## config.mk

```make
export PLATFORM = sky130hd
export DESIGN_NAME = bitwise_logic_seq
export DESIGN_NICKNAME = d
export VERILOG_FILES = /design/src/rtl/alu_logic_pkg.sv /design/src/rtl/logic_slice.sv /design/src/rtl/bitwise_logic_seq.sv
export SDC_FILE = /design/constraint.sdc
export NUM_CORES = 1
export LEC_CHECK = 0
export ABC_AREA = 0
export CAP_MARGIN = 10
export CORE_UTILIZATION = 51
export CTS_CLUSTER_SIZE = 24
export DETAILED_ROUTE_END_ITERATION = 8
export GPL_TIMING_DRIVEN = 0
export PLACE_DENSITY_LB_ADDON = 0.08
export SLEW_MARGIN = 20
export SYNTH_ARGS = -nofsm -noshare
export SYNTH_HDL_FRONTEND = slang
export SYNTH_SLANG_ARGS = --single-unit
```

## constraint.sdc

```tcl
create_clock -name clk -period 5.65 [get_ports clk]
set_input_delay 1.4125 -clock clk [delete_from_list [all_inputs] [get_ports clk]]
set_output_delay 1.4125 -clock clk [all_outputs]
set_load 0.005 [all_outputs]
```

## src/rtl/alu_logic_pkg.sv

```systemverilog
// Shared definitions for the ALU logic datapath: op codes, FSM states and
// the elaboration-time parameter legality check.
package alu_logic_pkg;

  typedef enum logic [2:0] {
    OP_AND  = 3'd0,
    OP_OR   = 3'd1,
    OP_XOR  = 3'd2,
    OP_XNOR = 3'd3,
    OP_NAND = 3'd4,
    OP_NOR  = 3'd5,
    OP_NOT  = 3'd6,
    OP_PASS = 3'd7
  } op_e;

  typedef enum logic [1:0] {
    ST_IDLE = 2'd0,
    ST_RUN  = 2'd1,
    ST_DONE = 2'd2
  } state_e;

  // Also used by the arithmetic unit, which shares the slice-serial scheme.
  function automatic bit params_legal(input int width, input int slice);
    return (slice >= 1) && (slice <= width) && ((width % slice) == 0);
  endfunction

endpackage

```

## src/rtl/logic_slice.sv

```systemverilog
// One SLICE-bit slice of the logic unit; purely combinational, shared by
// every slice position through the top-level index mux.
module logic_slice
  import alu_logic_pkg::*;
#(
  parameter int SLICE = 4
) (
  input  logic [2:0]       op,
  input  logic [SLICE-1:0] a,
  input  logic [SLICE-1:0] b,
  output logic [SLICE-1:0] y
);

  // Op-code decode for one slice.
  always_comb begin
    y = {SLICE{1'b0}};
    case (op_e'(op))
      OP_AND:  y = a & b;
      OP_OR:   y = a | b;
      OP_XOR:  y = a ^ b;
      OP_XNOR: y = ~(a ^ b);
      OP_NAND: y = ~(a & b);
      OP_NOR:  y = ~(a | b);
      OP_NOT:  y = ~a;
      OP_PASS: y = a;
      default: y = {SLICE{1'b0}};
    endcase
  end

endmodule

```

## src/rtl/bitwise_logic_seq.sv

```systemverilog
// Slice-serial bitwise logic unit: operands are captured once, then one
// SLICE-bit slice is processed per cycle; zero/parity flags go with the result.
module bitwise_logic_seq
  import alu_logic_pkg::*;
#(
  parameter int WIDTH = 8,
  parameter int SLICE = 4
) (
  input  logic             clk,
  input  logic             rst_n,
  input  logic             in_valid,
  output logic             in_ready,
  input  logic [2:0]       op,
  input  logic [WIDTH-1:0] a,
  input  logic [WIDTH-1:0] b,
  output logic             out_valid,
  input  logic             out_ready,
  output logic [WIDTH-1:0] result,
  output logic             zero,
  output logic             parity
);

  localparam int NSLICE = WIDTH / SLICE;
  localparam int IDXW   = (NSLICE > 1) ? $clog2(NSLICE) : 1;

  if (!params_legal(WIDTH, SLICE)) begin : g_param_check
    $error("bitwise_logic_seq: WIDTH must be a positive multiple of SLICE");
  end

  function automatic logic parity_f(input logic [WIDTH-1:0] v);
    return ^v;
  endfunction

  state_e           state_r;
  logic [WIDTH-1:0] a_r;
  logic [WIDTH-1:0] b_r;
  logic [2:0]       op_r;
  logic [IDXW-1:0]  idx_r;
  logic [WIDTH-1:0] res_r;
  logic             zero_r;
  logic             parity_r;
  logic             in_ready_r;
  logic             out_valid_r;

  logic [SLICE-1:0] a_sl_s;
  logic [SLICE-1:0] b_sl_s;
  logic [SLICE-1:0] y_sl_s;
  logic [WIDTH-1:0] res_next_s;
  logic             last_s;

  // Select the operand slice addressed by the slice index.
  always_comb begin
    a_sl_s = {SLICE{1'b0}};
    b_sl_s = {SLICE{1'b0}};
    for (int i = 0; i < NSLICE; i++) begin
      a_sl_s = (idx_r == IDXW'(i)) ? a_r[i*SLICE +: SLICE] : a_sl_s;
      b_sl_s = (idx_r == IDXW'(i)) ? b_r[i*SLICE +: SLICE] : b_sl_s;
    end
  end

  logic_slice #(
    .SLICE (SLICE)
  ) u_slice (
    .op (op_r),
    .a  (a_sl_s),
    .b  (b_sl_s),
    .y  (y_sl_s)
  );

  // Merge the freshly computed slice into the result; flags on the last
  // slice are taken from this merged value so they cover the whole word.
  always_comb begin
    res_next_s = res_r;
    for (int i = 0; i < NSLICE; i++) begin
      res_next_s[i*SLICE +: SLICE] = (idx_r == IDXW'(i)) ? y_sl_s
                                                          : res_r[i*SLICE +: SLICE];
    end
    last_s = (idx_r == IDXW'(NSLICE - 1));
  end

  // Control FSM, operand capture and result/flag registers.
  always_ff @(posedge clk) begin
    if (!rst_n) begin
      state_r     <= ST_IDLE;
      a_r         <= {WIDTH{1'b0}};
      b_r         <= {WIDTH{1'b0}};
      op_r        <= 3'd0;
      idx_r       <= {IDXW{1'b0}};
      res_r       <= {WIDTH{1'b0}};
      zero_r      <= 1'b0;
      parity_r    <= 1'b0;
      in_ready_r  <= 1'b1;
      out_valid_r <= 1'b0;
    end else begin
      case (state_r)
        ST_IDLE: begin
          if (in_valid) begin
            a_r        <= a;
            b_r        <= b;
            op_r       <= op;
            idx_r      <= {IDXW{1'b0}};
            res_r      <= {WIDTH{1'b0}};
            in_ready_r <= 1'b0;
            state_r    <= ST_RUN;
          end
        end
        ST_RUN: begin
          res_r <= res_next_s;
          idx_r <= idx_r + IDXW'(1'b1);
          if (last_s) begin
            zero_r      <= (res_next_s == {WIDTH{1'b0}});
            parity_r    <= parity_f(res_next_s);
            out_valid_r <= 1'b1;
            state_r     <= ST_DONE;
          end
        end
        ST_DONE: begin
          if (out_ready) begin
            out_valid_r <= 1'b0;
            in_ready_r  <= 1'b1;
            state_r     <= ST_IDLE;
          end
        end
        default: begin
          out_valid_r <= 1'b0;
          in_ready_r  <= 1'b1;
          state_r     <= ST_IDLE;
        end
      endcase
    end
  end

  assign in_ready  = in_ready_r;
  assign out_valid = out_valid_r;
  assign result    = res_r;
  assign zero      = zero_r;
  assign parity    = parity_r;

endmodule

```

==> qor.csv <==
stage;metric;value;unit
synth;synth-async-reset-ratio;0;%
synth;yosysSeqAreaShare;31.8;%
clock_tree;post_cts.repair.setup_buffers;0;
cells_and_area;final_core_util;65.9;%
synth;yosysUniqueCellTypes;43;
synth;syn_area;2140;sq um
cells_and_area;final_area;2660;sq um
global_routing;first_global_vias;1625;
detailed_routing;vias;1822;
detailed_routing;wl_per_cell;13.0;microns
critical_path;path_depth;15;
critical_path;cp.arrival;3.36;ns
placed_design;place_ws;2.51;ns
synth;yosys-top-cells-area;dfxtp_1 32%, nand2_1 8.9%, ha_1 7.0%;
clock_tree;clk_latency;0.29;ns
global_routing;antenna_found_initial;0;
critical_path;crit_type;flop to flop;
critical_path;crit_fanout;10;
clock_tree;cts_tree;yes;
timing;tightestPinTransition;0.482;ns
placed_design;routabilityCongestion;0.841;
global_routing;overflow;0;
cells_and_area;fillers;384;
critical_path;crit_family;compound AO/OA/AOI/OAI gates;
cells_and_area;num-nets-final;326;
placed_design;placedCellCount;334;
floorplanning;start_util;53.2;%
synth;synth-main-ff-cell;dfxtp_1;
critical_path;crit_slowest_cell;dfxtp_1;
floorplanning;io_pins;35;
synth;yosysWarningCount;0;
clock_tree;cts-hold-fix-buffers;0;
clock_tree;clkTransAtPathRegs;0.07;ns
timing;setup_tns;0;ns
clock_tree;clockBufferDepth;2;
timing;finalClockSkew;0.00586;ns
critical_path;ff2ff_path_depth;15;
clock_tree;clockRootBuffer;clkbuf_8;
critical_path;critPathRequiredTime;5.83;ns
detailed_routing;first_pass_iters;4;
detailed_routing;drtIter0Drc;106;
detailed_routing;wirelength;4430;microns
floorplanning;die-area;4460;sq um
power;leakage;0.00106;uW
synth;syn_nets;285;
timing;maxSlewViolCount;0;
worst_hold_path;worstHoldPathCells;2;
placed_design;numPortBuffers;34;
critical_path;startpoint_type;flop;
power;p_per_area;249;nW/um^2
placed_design;post-dp-hpwl;3370;microns
global_routing;track_usage;22.7;%
synth;yosysTopAreaCell;dfxtp_1;
detailed_routing;drt_drc_violations_left;0;
cells_and_area;diodes;0;
global_routing;grt_max_degree;11;
run_status;status;completed;
timing;hold_violations;0;
timing;fmax;0.314;GHz
cells_and_area;drive_above_1_share;14.0;%
critical_path;path_cells;buf_6 -> buf_8 -> clkbuf_8 -> mux2i_1 -> ha_1 -> nand2b_1 -> a21oi_1 -> o21ai_0 -> a21o_1 -> a31oi_1 -> ha_1 -> xnor2_1 -> xnor2_1 -> nand2_1 -> o211a_1;
critical_path;end_kind;flop;
critical_path;crit_path_max_incr_delay;0.32;ns
timing;rsz0062_at_grt;false;
power;peakVddDrop;0.168;mV
clock_tree;htreeDepth;2;
timing;post-route-min-period;3.18;ns
synth;ys_seq_elements;34;
cells_and_area;stdcell_count;342;
timing;finalCritPeriodShare;56.4;%
synth;synthCells;250;
detailed_routing;antenna_left;0;
floorplanning;core;4030;sq um
flow_run;maxCapViolCount;0;
floorplanning;num_rows;23;
critical_path;path_buf_inv;3;
synth;syn_avg_cell_area;8.57;sq um
timing;maxSlewHeadroom;67.0;%
synth;synth_edf_count;0;
detailed_routing;viasPerCell;5.33;
floorplanning;die_w;66.8;microns
worst_hold_path;hold_class;flop to flop;
timing;setup-violations-final;0;
clock_tree;cts_resized;0;
placed_design;dpl_cell_area;2540;sq um
clock_tree;clock-sinks;34;
timing;fin_ws;2.47;ns
floorplanning;die-height;66.8;microns
clock_tree;numCtsBuffers;5;
global_routing;grt_pass1_wl;7620;microns
cells_and_area;synthToLayoutAreaGrowth;23.9;%
synth;yosysTopAreaCellShare;31.8;%
## report_power, final
| part | switching (uW) | internal, uW | total [uW] |
|---|---|---|---|
| combinational | 90.0 | 96.9 | 187 |
| sequential | 10.0 | 254 | 264 |
| clock | 87.9 | 123 | 211 |
| total | 188 | 474 | 662 |
## metrics by stage
step                power, uW  hold WS, ns
CTS                       667        0.474
detailed placement        456        0.462
global route              699        0.497
finish                    662        0.470
global placement          453        0.450
floorplan                 402        0.443
## cell usage in the layout (no fill, tap or decap), types with 2 or more instances in the layout
| master | count |
|---|---|
| nor2_1 | 7 |
| clkbuf_8 | 9 |
| and2_1 | 4 |
| a32o_1 | 8 |
| nand2b_1 | 5 |
| a31oi_1 | 4 |
| o21ai_0 | 9 |
| xnor2_1 | 4 |
| a21boi_1 | 2 |
| nor2b_4 | 4 |
| mux2i_1 | 6 |
| a22oi_2 | 4 |
| a21o_1 | 2 |
| inv_1 | 10 |
| ha_1 | 12 |
| o32ai_1 | 3 |
| a21oi_1 | 17 |
| nor2b_2 | 2 |
| or2_4 | 4 |
| clkbuf_1 | 4 |
| buf_6 | 3 |
| a21boi_0 | 18 |
| clkdlybuf4s50_1 | 34 |
| nor2b_1 | 10 |
| buf_4 | 5 |
| dfxtp_1 | 34 |
| nand2_1 | 51 |
## flip-flops by register name, summed over array words and instances (netlist names)
signal     flops
idx_r          1
a_r            8
out_valid      1
state_r        2
op_r           3
in_ready       1
b_r            8
zero           1
parity         1
result         8
## cell usage after synthesis, drive strengths merged (3+ instances only)
master,number
a32o,8
a21o,3
mux2i,8
a31oi,4
buf,10
xnor2,4
nand2b,6
and2,4
or2,6
ha,12
nand2,51
nor2b,16
dfxtp,34
a21oi,17
a22oi,4
inv,10
o21ai,10
o32ai,3
a21boi,20
clkbuf,5
nor2,8
## layer usage
| metal | vias to the layer above | GRT usage [%] | part of all wire [%] |
|---|---|---|---|
| li1 | 941 | - | - |
| met1 | 844 | 31.4 | 50 |
| met2 | 29 | 34.7 | 46 |
| met3 | 8 | 5.14 | 3.1 |
| met4 | 0 | 6.91 | 1.5 |
| met5 | - | 0 | 0 |
## cells by family after synthesis
kind of cell	synth area share [%]
and+or+nand+nor	23.8
adders and majority gates	7.01
buffers and inverters	7.36
AOI/OAI and AO/OA	23.9
xor gates and xnor gates	1.64
DFF	31.8
muxes	4.50
## tightest hold or removal path, stage by stage, from the launching register on
cell,delay (ns)
dfxtp_1,0.31
nand2_1,0.05
a21boi_0,0.06
## cell type report
| cell class | instances | area, sq um | share of cell area [%] |
|---|---|---|---|
| Inverter | 10 | 37.5 | 1.41 |
| Multi-Input combinational cell | 191 | 1300 | 49.1 |
| Timing Repair Buffer | 34 | 340 | 12.8 |
| Sequential cell | 34 | 681 | 25.6 |
| Clock buffer | 8 | 110 | 4.15 |
| Buffer | 15 | 120 | 4.52 |
| Tap cell | 50 | 62.6 | 2.36 |
## path summary, 6_finish.rpt
| check | startpoint | to | slack [ns] |
|---|---|---|---|
| worst max-delay path | idx_r$_SDFFE_PN0P_ | parity$_SDFFE_PN0P_ | 2.47 |
| worst min-delay path | a_r[0]$_SDFFE_PN0P_ | a_r[0]$_SDFFE_PN0P_ | 0.47 |
| worst max register to register | idx_r$_SDFFE_PN0P_ | parity$_SDFFE_PN0P_ | 2.47 |
| worst min register to register | a_r[0]$_SDFFE_PN0P_ | a_r[0]$_SDFFE_PN0P_ | 0.47 |
No activity file was read; power rests on OpenSTA's default activity.
